===== config.mk =====
export PLATFORM = sky130hd
export DESIGN_NAME = im_downscale
export DESIGN_NICKNAME = d
export VERILOG_FILES = /design/src/rtl/im_downscale.sv
export SDC_FILE = /design/constraint.sdc
export NUM_CORES = 1
export LEC_CHECK = 0
export CAP_MARGIN = 0
export CELL_PAD_IN_SITES_DETAIL_PLACEMENT = 1
export CELL_PAD_IN_SITES_GLOBAL_PLACEMENT = 1
export CORE_MARGIN = 3
export CORE_UTILIZATION = 42
export CTS_BUF_LIST = sky130_fd_sc_hd__clkbuf_8
export CTS_CLUSTER_SIZE = 14
export DETAILED_ROUTE_END_ITERATION = 8
export PLACE_DENSITY = 0.9
export RECOVER_POWER = 50
export SETUP_SLACK_MARGIN = 0.05
export SYNTH_ARGS = -nofsm -noshare
export SYNTH_HDL_FRONTEND = slang
export SYNTH_SLANG_ARGS = --single-unit

===== constraint.sdc =====
create_clock -name iclk -period 3.1 [get_ports iclk]
set_input_delay 0.62 -clock iclk [delete_from_list [all_inputs] [get_ports iclk]]
set_output_delay 0.62 -clock iclk [all_outputs]
set_load 0.01 [all_outputs]

===== src/rtl/im_downscale.sv =====
// im_downscale
// Reads a pIN_IM_WIDTH x pIN_IM_HEIGHT frame, reduces it by pSCALE per axis
// and writes OUT_W x OUT_H pixels. Each output pixel is either the per-channel
// mean of its pSCALE x pSCALE block (imode=0) or the block's top-left pixel
// (imode=1).
// Build option IM_DOWNSCALE_ROUND_EN: round the mean to nearest with
// saturation; when undefined the mean is a plain truncating shift.
//
// Handshake: there is no valid/ready pairing. istart_work is sampled only in
// IDLE. idata_rd is consumed exactly one cycle after each omem_rd_en cycle.
// omem_wr_en is a one-cycle strobe per output pixel.
module im_downscale #(
   parameter int pIN_IM_WIDTH  = 640,
   parameter int pIN_IM_HEIGHT = 480,
   parameter int pSCALE        = 4,
   parameter int pCHANNELS     = 3,
   parameter int pCH_W         = 8,
   localparam int OUT_W  = pIN_IM_WIDTH / pSCALE,
   localparam int OUT_H  = pIN_IM_HEIGHT / pSCALE,
   localparam int IN_AW  = $clog2(pIN_IM_WIDTH * pIN_IM_HEIGHT),
   localparam int OUT_AW = $clog2(OUT_W * OUT_H),
   localparam int LS     = $clog2(pSCALE),
   localparam int PW     = pCHANNELS * pCH_W
) (
   input  logic              iclk,
   input  logic              irst_n,
   input  logic [PW-1:0]     idata_rd,
   output logic [IN_AW-1:0]  oaddr_rd,
   output logic              omem_rd_en,
   output logic [PW-1:0]     odata_wr,
   output logic [OUT_AW-1:0] oaddr_wr,
   output logic              omem_wr_en,
   input  logic [IN_AW-1:0]  irbase,
   input  logic [OUT_AW-1:0] iwbase,
   input  logic              imode,
   input  logic              istart_work,
   output logic              omodule_work_f,
   output logic              omodule_done_f
);

   localparam int ACC_W = pCH_W + 2 * LS;
   localparam int KW    = (LS > 0) ? LS : 1;
   localparam int XW    = (OUT_W > 1) ? $clog2(OUT_W) : 1;
   localparam int YW    = (OUT_H > 1) ? $clog2(OUT_H) : 1;
   localparam logic [IN_AW-1:0] COL_STEP  = IN_AW'(pSCALE);
   localparam logic [IN_AW-1:0] LINE_STEP = IN_AW'(pIN_IM_WIDTH);
   localparam logic [IN_AW-1:0] ROW_STEP  = IN_AW'(pSCALE * pIN_IM_WIDTH);

   typedef enum logic [2:0] {ST_IDLE, ST_READ, ST_LAST, ST_WRITE, ST_DONE} state_e;

   state_e            state_q;
   logic              mode_q;
   logic [KW-1:0]     kx_q, ky_q;
   logic [XW-1:0]     ox_q;
   logic [YW-1:0]     oy_q;
   // row_q: first pixel of the current block row, blk_q: block top-left,
   // line_q: first pixel of the block line being read
   logic [IN_AW-1:0]  row_q, blk_q, line_q, rd_addr_q;
   logic [OUT_AW-1:0] wr_addr_q;
   logic              rd_en_q, wr_en_q, work_q, done_q;
   logic              smp_v_q, smp_first_q;
   logic [PW-1:0]     wr_data_q;
   logic [pCHANNELS-1:0][ACC_W-1:0] acc_q, acc_d;
   logic [PW-1:0]     avg_w;
   logic              kx_last, ky_last, ox_last, oy_last;

   assign kx_last = (kx_q == KW'(pSCALE - 1));
   assign ky_last = (ky_q == KW'(pSCALE - 1));
   assign ox_last = (ox_q == XW'(OUT_W - 1));
   assign oy_last = (oy_q == YW'(OUT_H - 1));

`ifdef IM_DOWNSCALE_ROUND_EN
   // Half of 2^(2*LS); evaluates to zero when pSCALE=1 so no bias is added
   localparam logic [ACC_W:0] RND_ADD = (ACC_W + 1)'((1 << (2 * LS)) >> 1);
   localparam logic [ACC_W:0] SAT_MAX = (ACC_W + 1)'((1 << pCH_W) - 1);
   logic [ACC_W:0] rnd_w, shf_w;
`endif

   // Accumulate each returning sample; the first sample of a block reloads
   always_comb begin
      acc_d = acc_q;
      avg_w = '0;
`ifdef IM_DOWNSCALE_ROUND_EN
      rnd_w = '0;
      shf_w = '0;
`endif
      for (int c = 0; c < pCHANNELS; c++) begin
         if (smp_v_q) begin
            if (smp_first_q) acc_d[c] = ACC_W'(idata_rd[c*pCH_W +: pCH_W]);
            else             acc_d[c] = acc_q[c] + ACC_W'(idata_rd[c*pCH_W +: pCH_W]);
         end
`ifdef IM_DOWNSCALE_ROUND_EN
         rnd_w = {1'b0, acc_d[c]} + RND_ADD;
         shf_w = rnd_w >> (2 * LS);
         if (shf_w > SAT_MAX) avg_w[c*pCH_W +: pCH_W] = '1;
         else                 avg_w[c*pCH_W +: pCH_W] = shf_w[pCH_W-1:0];
`else
         avg_w[c*pCH_W +: pCH_W] = pCH_W'(acc_d[c] >> (2 * LS));
`endif
      end
   end

   // Accumulator register
   always_ff @(posedge iclk or negedge irst_n) begin
      if (!irst_n) acc_q <= '0;
      else         acc_q <= acc_d;
   end

   // Control FSM: counters, address pointers and registered outputs
   always_ff @(posedge iclk or negedge irst_n) begin
      if (!irst_n) begin
         state_q     <= ST_IDLE;
         mode_q      <= 1'b0;
         kx_q        <= '0;
         ky_q        <= '0;
         ox_q        <= '0;
         oy_q        <= '0;
         row_q       <= '0;
         blk_q       <= '0;
         line_q      <= '0;
         rd_addr_q   <= '0;
         wr_addr_q   <= '0;
         rd_en_q     <= 1'b0;
         wr_en_q     <= 1'b0;
         wr_data_q   <= '0;
         work_q      <= 1'b0;
         done_q      <= 1'b0;
         smp_v_q     <= 1'b0;
         smp_first_q <= 1'b0;
      end else begin
         smp_v_q     <= rd_en_q;
         smp_first_q <= rd_en_q && (kx_q == '0) && (ky_q == '0);
         case (state_q)
            ST_IDLE: begin
               if (istart_work) begin
                  mode_q    <= imode;
                  kx_q      <= '0;
                  ky_q      <= '0;
                  ox_q      <= '0;
                  oy_q      <= '0;
                  row_q     <= irbase;
                  blk_q     <= irbase;
                  line_q    <= irbase;
                  rd_addr_q <= irbase;
                  wr_addr_q <= iwbase;
                  rd_en_q   <= 1'b1;
                  work_q    <= 1'b1;
                  state_q   <= ST_READ;
               end
            end
            ST_READ: begin
               if (mode_q || (kx_last && ky_last)) begin
                  kx_q    <= '0;
                  ky_q    <= '0;
                  rd_en_q <= 1'b0;
                  state_q <= ST_LAST;
               end else if (!kx_last) begin
                  kx_q      <= kx_q + 1'b1;
                  rd_addr_q <= rd_addr_q + 1'b1;
               end else begin
                  kx_q      <= '0;
                  ky_q      <= ky_q + 1'b1;
                  line_q    <= line_q + LINE_STEP;
                  rd_addr_q <= line_q + LINE_STEP;
               end
            end
            ST_LAST: begin
               wr_data_q <= mode_q ? idata_rd : avg_w;
               wr_en_q   <= 1'b1;
               state_q   <= ST_WRITE;
            end
            ST_WRITE: begin
               wr_en_q   <= 1'b0;
               wr_data_q <= '0;
               wr_addr_q <= wr_addr_q + 1'b1;
               if (ox_last && oy_last) begin
                  work_q  <= 1'b0;
                  done_q  <= 1'b1;
                  state_q <= ST_DONE;
               end else begin
                  if (ox_last) begin
                     ox_q      <= '0;
                     oy_q      <= oy_q + 1'b1;
                     row_q     <= row_q + ROW_STEP;
                     blk_q     <= row_q + ROW_STEP;
                     line_q    <= row_q + ROW_STEP;
                     rd_addr_q <= row_q + ROW_STEP;
                  end else begin
                     ox_q      <= ox_q + 1'b1;
                     blk_q     <= blk_q + COL_STEP;
                     line_q    <= blk_q + COL_STEP;
                     rd_addr_q <= blk_q + COL_STEP;
                  end
                  rd_en_q <= 1'b1;
                  state_q <= ST_READ;
               end
            end
            ST_DONE: begin
               done_q  <= 1'b0;
               state_q <= ST_IDLE;
            end
            default: state_q <= ST_IDLE;
         endcase
      end
   end

   assign oaddr_rd       = rd_addr_q;
   assign omem_rd_en     = rd_en_q;
   assign odata_wr       = wr_data_q;
   assign oaddr_wr       = wr_addr_q;
   assign omem_wr_en     = wr_en_q;
   assign omodule_work_f = work_q;
   assign omodule_done_f = done_q;

endmodule


==> reports/metrics.csv, run 1 <==
stage,metric,value,unit
global_route,global-route wire length before repair,58900,um
sta,Worst slew margin,-39.1,%
placement,Port-buffer cells,123,
setup_path,crit path DAT,3.28,ns
placement,Placer Congestion,0.909,
logic_synthesis,top-area cell type share of the netlist area,40.9,%
floorplanning,Starting Density,43.2,%
routing,Routed Antenna Nets,0,
run,max_cap viols,1,
floorplanning,DIE AREA,28200,sq um
cts,Worst-path clk slew,0.10,ns
setup_path,Critical Path Sink Type,flip-flop,
global_route,initial antenna violation count,0,
final_layout,Layout Cells excl Fill,1738,
sta,worst hold slack,0.440,ns
placement,Placed Cells,1706,
global_route,vias in the first global route,11000,
logic_synthesis,synth top area cells,"dfrtp_1, nand2_1, a21oi_1",
cts,Sink Count,180,
setup_path,Worst R2R End,odata_wr[17]$_DFFE_PN0P_,
setup_path,Crit Path Max Fanout,21,
final_layout,Layout area overhead,18.8,%
setup_path,internal reg-to-reg setup slack,0.24,ns
logic_synthesis,Netlist cell types,85,
routing,DRC,0,
logic_synthesis,Yosys top cell by area,dfrtp_1,
sta,"Slew Viols, Final",77,
setup_path,"Req. time, crit path",3.52,ns
routing,WL per Instance,21.1,um
logic_synthesis,Post-synth EDFFs,0,
logic_synthesis,"top cells by count, synth","dfrtp_1, nand2_1, nor2_1",
cts,Clock Latency Late Sink,0.50,ns
worst_hold_path,hold path startpoint,omem_rd_en$_DFFE_PN0P_,
placement,DP Wirelength,26100,um
sta,Clock Skew,0.0213,ns
floorplanning,Die X,168,um
cts,Num CTS Buffers,17,
status,failing checks,"max-capacitance violations, max-slew violations",
floorplanning,Core Area,25500,sq um
routing,via count,10700,
cts,htree depth,4,
final_layout,share of layout cells above drive strength 1,6.97,%
setup_path,R2R cell count,5,
routing,drt pass-1 iters,5,
floorplanning,FP Rows,58,
sta,final setup fails,0,
floorplanning,Die Y-Extent,168,um
sta,Final Hold Vio Count,0,
logic_synthesis,dominant synthesized flop cell,dfrtp_1,
logic_synthesis,async set or reset register ratio after synthesis,100,%
logic_synthesis,Mapped Area,11000,sq um
logic_synthesis,synth warn,0,
setup_path,crit path kind,flip-flop to flip-flop,
global_route,grt ovf,0,
routing,DR vias/cell,6.15,
setup_path,nature of the critical path startpoint,flip-flop,
cts,Max Root-Sink Buffers,2,
power,VDD IR max,0.000433,V
status,status,"finished, violations left",
cts,Setup Buffers After CTS,0,
cts,CTS tree,done,
sta,period utilisation layout,92.1,%
power,Pleak,5.54,nW
cts,clk root buf,clkbuf_8,
worst_hold_path,hold path endpoint,smp_v_q$_DFF_PN0_,
sta,min Tclk post-route,2.86,ns
routing,drt total wl,36600,um
cts,hold_buf cts,0,
floorplanning,io pins,124,
worst_hold_path,hold path cells,0,
routing,DR iter-0 viols,736,
power,power per cell area,1070,nW/um^2
final_layout,# nets final,1495,
logic_synthesis,Synth Area per Inst,8.65,sq um
logic_synthesis,post-synthesis sequential area ratio,40.9,%
logic_synthesis,Mapped Nets,1373,
logic_synthesis,#FFs+latches synth,180,
sta,worst slew pin tran,2.09,ns
global_route,largest net degree at the start of global routing,78,
logic_synthesis,Mapped Cells,1273,
worst_hold_path,worst hold path type,flip-flop to flip-flop,
logic_synthesis,"count leader, synth",dfrtp_1,
setup_path,RR Startpoint,state_q[2]$_DFFE_PN0P_,
sta,RSZ-0062 raised after global routing,false,
sta,f_max,0.350,GHz
global_route,GRT Total Usage,25.7,%
cts,Post-CTS Resized,0,
## cells by family after synthesis
logic type	count (synthesis)	share of synthesized area [%]
AO/OA/AOI/OAI	397	23.7
XOR/XNOR	53	4.22
adder cells (fa/ha/maj)	38	4.52
buffers and inverters	103	4.09
flip-flops	180	40.9
multiplexers	21	1.93
AND/OR/NAND/NOR	481	20.6
## worst max-delay path: stages (launching register included)
cell and delay, ns:
dfrtp_1 0.54, nand2b_1 0.23, clkbuf_1 0.44, nor3_1 1.17, o21ai_0 0.28, nand2_1 0.12
## power by group
group / total, mW / internal [mW] / leakage, nW / switching [mW]
Clock: 1.73 / 0.782 / 0.207 / 0.949
Combinational: 7.70 / 3.25 / 3.10 / 4.45
Sequential: 4.51 / 3.40 / 2.23 / 1.11
Total: 13.9 / 7.43 / 5.54 / 6.51
## final cells by class
type,count,area [sq um]
Fill cell,3033,12400
Antenna cell,1,2.50
Inverter,37,139
Timing Repair Buffer,169,1580
Clock buffer,20,275
Clock inverter,11,125
Tap cell,330,413
Multi-Input combinational cell,990,6040
Sequential cell,180,4500
## worst max path at each step
stage / from / slack (ns) / endpoint / cells after the start
floorplan: idata_rd[8] / 0.60 / odata_wr[12]$_DFFE_PN0P_ / 8
global placement: idata_rd[4] / 0.07 / odata_wr[3]$_DFFE_PN0P_ / 8
detailed placement: idata_rd[8] / -0.09 / odata_wr[12]$_DFFE_PN0P_ / 10
CTS: ox_q[0]$_DFFE_PN0P_ / 0.40 / line_q[10]$_DFFE_PN0P_ / 7
global route: idata_rd[8] / 0.12 / odata_wr[10]$_DFFE_PN0P_ / 9
finish: state_q[2]$_DFFE_PN0P_ / 0.24 / odata_wr[17]$_DFFE_PN0P_ / 5
## cells in the final DEF (no fill, tap or decap), drive strengths merged, types with 35 or more instances in the layout
cell,synthesis,layout
nor2,125,125
inv,36,40
ha,35,35
a21oi,110,110
o21ai,100,100
nand2,179,179
buf,23,40
dfrtp,180,180
clkdlybuf4s50,0,117
nand3,39,39
## per-stage QoR
stage	worst slack (ns)	area, sq um	util (%)	setup TNS [ns]	total power, mW
6_report	0.244	13100	51.3	0	13.9
5_1_grt	0.123	13100	51.3	0	15.0
4_1_cts	0.404	13100	51.5	0	14.0
3_5_place_dp	-0.0882	12700	50.0	-0.167	12.2
3_3_place_gp	0.0709	12700	50.0	0	11.7
2_1_floorplan	0.595	11000	-	0	9.29
## state kept, by name, summed over array words and instances, names as in the netlist, 8 cells and up
name and flops:
odata_wr 24, row_q 19, oaddr_wr 15, ox_q 8, oaddr_rd 19, acc_q 36
blk_q 19, line_q 19
## per-layer routing
| layer | track usage (%) | part of all wire (%) |
|---|---|---|
| met4 | 9.04 | 3.2 |
| met3 | 4.95 | 5.2 |
| met1 | 32.5 | 43 |
| met5 | 0 | 0 |
| met2 | 44.0 | 49 |
(Power assumes the default switching activity.)
==> run 2, diff against run 1 <==
- GPL_TIMING_DRIVEN: not set -> 0
==> reports/metrics.csv, run 2 (synthesis gave the netlist of run 1 again) <==
stage,metric,value,unit
power,Combinational Power Share,55.7,%
setup_path,CP top delay family,compound AO/OA/AOI/OAI gates,
setup_path,slowest CP cell,clkdlybuf4s50_1,
floorplanning,Die Y-Extent,168,um
power,sequential power share,31.6,%
placement,Placer Congestion,0.920,
setup_path,internal reg-to-reg setup slack,0.28,ns
power,PnR Total Power,14.2,mW
setup_path,crit path DAT,3.23,ns
worst_hold_path,hold path cells,2,
setup_path,Worst R2R End,line_q[8]$_DFFE_PN0P_,
sta,"Slew Viols, Final",98,
power,switching part of the total,48.0,%
final_layout,Reg with most FFs,acc_q,
final_layout,"most common cell after layout, fill and taps aside",dfrtp_1,
sta,Final Hold Vio Count,0,
setup_path,R2R cell count,8,
power,power per cell area,1080,nW/um^2
cts,CTS tree,done,
setup_path,RR Startpoint,ox_q[0]$_DFFE_PN0P_,
routing,via count,11100,
status,failing checks,"max-capacitance violations, max-slew violations",
sta,worst slew pin tran,2.65,ns
placement,Placed Cells,1727,
cts,Max Root-Sink Buffers,2,
placement,DP Wirelength,29400,um
placement,Port-buffer cells,123,
cts,Clock Latency Late Sink,0.50,ns
floorplanning,Die X,168,um
power,clock share of power,12.7,%
worst_hold_path,hold path endpoint,row_q[0]$_DFFE_PN0P_,
setup_path,nature of the critical path startpoint,primary input,
sta,min Tclk post-route,2.85,ns
floorplanning,Core Area,25500,sq um
cts,Num CTS Buffers,17,
floorplanning,io pins,124,
power,Pleak,5.57,nW
final_layout,share of layout cells above drive strength 1,5.74,%
floorplanning,Starting Density,43.2,%
sta,period utilisation layout,92.0,%
global_route,global-route wire length before repair,63700,um
final_layout,Layout Cells excl Fill,1759,
cts,htree depth,4,
setup_path,"Req. time, crit path",3.48,ns
worst_hold_path,worst hold path type,flip-flop to flip-flop,
final_layout,antenna cells,0,
setup_path,crit path kind,primary input to flip-flop,
floorplanning,DIE AREA,28200,sq um
final_layout,"commonest cells after routing, fill and taps aside","dfrtp_1, nand2_1, nor2_1",
final_layout,# nets final,1516,
sta,Worst slew margin,-76.4,%
routing,DR iter-0 viols,785,
global_route,largest net degree at the start of global routing,99,
setup_path,Critical Path Sink Type,flip-flop,
routing,drt total wl,40000,um
routing,WL per Instance,22.7,um
sta,f_max,0.351,GHz
setup_path,start point of the critical path,idata_rd[16],
routing,DRC,0,
cts,Worst-path clk slew,0.10,ns
routing,drt pass-1 iters,4,
floorplanning,FP Rows,58,
sta,final setup fails,0,
power,Sw Pwr,6.82,mW
sta,Clock Skew,0.0210,ns
global_route,vias in the first global route,11800,
setup_path,Crit Path Max Fanout,4,
final_layout,Layout area overhead,19.0,%
sta,Fin Setup TNS,0,ns
global_route,grt ovf,0,
setup_path,Critical Path Max Stage Delay,0.61,ns
status,status,"finished, violations left",
final_layout,fill cell count,3028,
sta,worst hold slack,0.481,ns
routing,DR vias/cell,6.28,
run,max_cap viols,1,
cts,Sink Count,180,
routing,Routed Antenna Nets,0,
cts,clk root buf,clkbuf_8,
power,VDD IR max,0.000475,V
sta,RSZ-0062 raised after global routing,false,
worst_hold_path,hold path startpoint,row_q[0]$_DFFE_PN0P_,
cts,Setup Buffers After CTS,0,
setup_path,worst path bufs/invs,2,
global_route,GRT Total Usage,28.1,%
setup_path,crit-path cells,clkdlybuf4s50_1 > ha_1 > inv_1 > fa_1 > nor2b_1 > o31a_1 > o21ai_1 > mux2i_1 > o21ai_0 > a32o_1,
power,P_int,7.37,mW
global_route,initial antenna violation count,0,
final_layout,Largest register FFs,36,
run 2: cell count changes in the layout (fill, tap and decap cells not counted), moves of 2 or more:
cell	previous run	this run
buf_1	0	2
buf_12	2	0
buf_2	0	10
buf_4	38	9
buf_6	0	2
clkbuf_1	3	42
clkbuf_2	4	2
clkbuf_8	20	18
clkdlybuf4s50_1	117	95
dlygate4sd3_1	5	27
run 2: power by group through the flow:
stage | combinational [mW] | sequential [mW] | clock (mW)
4_1_cts | 7.89 | 4.46 | 1.81
3_5_place_dp | 7.80 | 4.48 | 0
5_1_grt | 8.66 | 4.63 | 1.90
3_3_place_gp | 7.42 | 4.40 | 0
2_1_floorplan | 4.94 | 4.35 | 0
6_report | 7.91 | 4.48 | 1.80
run 2: area by class of cell:
class,instances,area [sq um],area share (%)
buffer,66,310,2.37
clock buffer,18,248,1.89
clock inverter,14,175,1.34
inverter,37,139,1.06
multi-input combinational,990,6060,46.3
sequential,180,4500,34.4
tap,330,413,3.15
timing repair buffer,124,1250,9.57
run 2: worst max-delay path by stage:
stage	endpoint	slack, ns	depth (start not counted)
finish	odata_wr[20]$_DFFE_PN0P_	0.25	10
global route	odata_wr[12]$_DFFE_PN0P_	0.12	9
CTS	odata_wr[3]$_DFFE_PN0P_	0.20	8
detailed placement	odata_wr[20]$_DFFE_PN0P_	-0.29	10
global placement	oaddr_rd[10]$_DFFE_PN0P_	-6.59	1
floorplan	odata_wr[12]$_DFFE_PN0P_	0.60	8
run 2: through the flow:
stage                     setup WS (ns)  util, %  cell area (sq um)
final                             0.249     51.4              13100
after global routing              0.122     51.4              13100
after CTS                         0.202     51.5              13100
after detailed placement         -0.292     49.8              12700
after global placement            -6.59     49.7              12700
after floorplan                   0.595        -              11000
run 2: routing by layer:
metal / vias up / track usage, % / wire length [um]
met2: 462 / 48.0 / 19600
met1: 5544 / 34.9 / 16200
met4: 0 / 13.0 / 1700
li1: 4930 / - / -
met5: - / 0 / 0
met3: 117 / 4.84 / 2480
run 2: timing repair:
item | 4_1_cts | 5_1_grt
gates resized for setup | 0 | 2
setup endpoints to repair | 0 | 2
hold buffers | 0 | 0
run 2: tightest hold or removal path, cell delays in order, from the launching register on:
cell,delay (ns)
dfrtp_1,0.36
nand2_1,0.05
nand2_1,0.05
==> run 3, diff against run 2 <==
- CAP_MARGIN: 0 -> 20
==> reports/metrics.csv, run 3 (synthesis gave the netlist of run 1 again) <==
stage,metric,value,unit
power,Sw Pwr,6.82,mW
setup_path,slowest CP cell,nor3_2,
status,failing checks,"max-capacitance violations, max-slew violations",
sta,"Slew Viols, Final",98,
sta,Clock Skew,0.0241,ns
final_layout,Reg with most FFs,acc_q,
sta,period utilisation layout,94.1,%
final_layout,"most common cell after layout, fill and taps aside",dfrtp_1,
sta,final setup fails,0,
worst_hold_path,worst hold path type,flip-flop to flip-flop,
sta,RSZ-0062 raised after global routing,false,
sta,post-route setup slack,0.184,ns
sta,worst slew pin tran,2.68,ns
cts,Setup Buffers After CTS,0,
placement,Post-DP Area,12700,sq um
cts,clk root buf,clkbuf_8,
routing,via count,11000,
setup_path,crit path kind,flip-flop to flip-flop,
global_route,vias in the first global route,11800,
setup_path,"Req. time, crit path",3.48,ns
floorplanning,DIE AREA,28200,sq um
sta,min Tclk post-route,2.92,ns
routing,Routed Antenna Nets,0,
global_route,largest net degree at the start of global routing,99,
routing,drt pass-1 iters,5,
power,sequential power share,32.0,%
final_layout,antenna cells,0,
final_layout,# nets final,1517,
setup_path,Crit Path Max Fanout,10,
cts,CTS tree,done,
floorplanning,Die Y-Extent,168,um
placement,Port-buffer cells,123,
global_route,GRT Total Usage,28.0,%
floorplanning,Die X,168,um
power,power per cell area,1070,nW/um^2
cts,htree depth,4,
cts,Num CTS Buffers,17,
placement,Placer Congestion,0.920,
routing,DR vias/cell,6.27,
power,PnR Total Power,14.0,mW
setup_path,crit-path cells,ha_1 > nand4_1 > nor3_2 > nand2_4 > nand2_2 > buf_2 > nand2_1 > o21ai_0,
power,P_int,7.18,mW
global_route,grt ovf,0,
routing,drt total wl,39900,um
routing,DRC,0,
final_layout,Largest register FFs,36,
placement,post-place setup slack,-0.281,ns
setup_path,Critical Path Max Stage Delay,0.89,ns
final_layout,share of layout cells above drive strength 1,5.80,%
routing,WL per Instance,22.7,um
power,VDD IR max,0.000462,V
routing,DR iter-0 viols,911,
setup_path,crit path DAT,3.30,ns
power,Combinational Power Share,56.6,%
power,switching part of the total,48.7,%
setup_path,CP top delay family,simple AND/OR/NAND/NOR gates,
placement,DP Wirelength,29400,um
power,Pleak,5.54,nW
global_route,initial antenna violation count,0,
cts,Worst-path clk slew,0.10,ns
floorplanning,Core Area,25500,sq um
final_layout,Layout area overhead,18.5,%
sta,Final Hold Vio Count,0,
floorplanning,io pins,124,
final_layout,"commonest cells after routing, fill and taps aside","dfrtp_1, nand2_1, nor2_1",
global_route,global-route wire length before repair,63200,um
power,clock share of power,11.4,%
run,max_cap viols,1,
sta,f_max,0.343,GHz
sta,Worst slew margin,-78.6,%
setup_path,Critical Path Sink Type,flip-flop,
floorplanning,FP Rows,58,
final_layout,post-route cell area,13100,sq um
cts,Clock Latency Late Sink,0.49,ns
floorplanning,Starting Density,43.2,%
setup_path,nature of the critical path startpoint,flip-flop,
cts,Sink Count,180,
sta,worst hold slack,0.482,ns
setup_path,worst path bufs/invs,1,
status,status,"finished, violations left",
cts,Max Root-Sink Buffers,2,
run 3: tightest hold or removal path, cell delays in order, from the launching register on:
cell and delay (ns):
dfrtp_1 0.36, nand2_1 0.05, nand2_1 0.05
run 3: final timing paths:
path	to	depth (start not counted)	slack, ns	start
max in group asynchronous	line_q[15]$_DFFE_PN0P_	1	0.57	irst_n
setup / recovery	ox_q[4]$_DFFE_PN0P_	8	0.18	ox_q[0]$_DFFE_PN0P_
hold reg to reg	row_q[0]$_DFFE_PN0P_	2	0.48	row_q[0]$_DFFE_PN0P_
hold / removal	row_q[0]$_DFFE_PN0P_	2	0.48	row_q[0]$_DFFE_PN0P_
setup reg to reg	ox_q[4]$_DFFE_PN0P_	8	0.18	ox_q[0]$_DFFE_PN0P_
min in group asynchronous	odata_wr[23]$_DFFE_PN0P_	1	0.97	irst_n
run 3: timing repair:
item | 4_1_cts | 5_1_grt
endpoints found under the setup margin | 0 | 2
hold buffers | 0 | 0
gates resized for setup | 0 | 2
run 3: layout make-up:
cell class	count	area, sq um
fillers	2987	12400
clock inverters	12	96.3
clock buffers	20	275
flip-flops and latches	180	4500
inverters	37	139
plain buffers	66	312
repair buffers	125	1260
well taps	330	413
multi-input cells	990	6050
run 3: metal layers:
metal | part of all wire (%) | track usage, %
met1 | 41 | 34.8
met2 | 49 | 48.5
met3 | 6.0 | 4.13
met4 | 3.9 | 11.9
met5 | 0 | 0
run 3: per-stage QoR:
stage | utilization, % | cells | setup TNS [ns]
finish | 51.2 | 1760 | 0
CTS | 51.3 | 1760 | 0
floorplan | - | 1273 | 0
detailed placement | 49.8 | 1728 | -2.52
global route | 51.2 | 1760 | 0
global placement | 49.7 | 1726 | -1182.12
run 3: power groups by stage:
stage	logic [mW]	registers [mW]	clock network, mW
6_report	7.92	4.48	1.60
4_1_cts	7.89	4.45	1.61
3_3_place_gp	7.42	4.40	0
3_5_place_dp	7.81	4.48	0
2_1_floorplan	4.94	4.35	0
5_1_grt	8.66	4.62	1.70
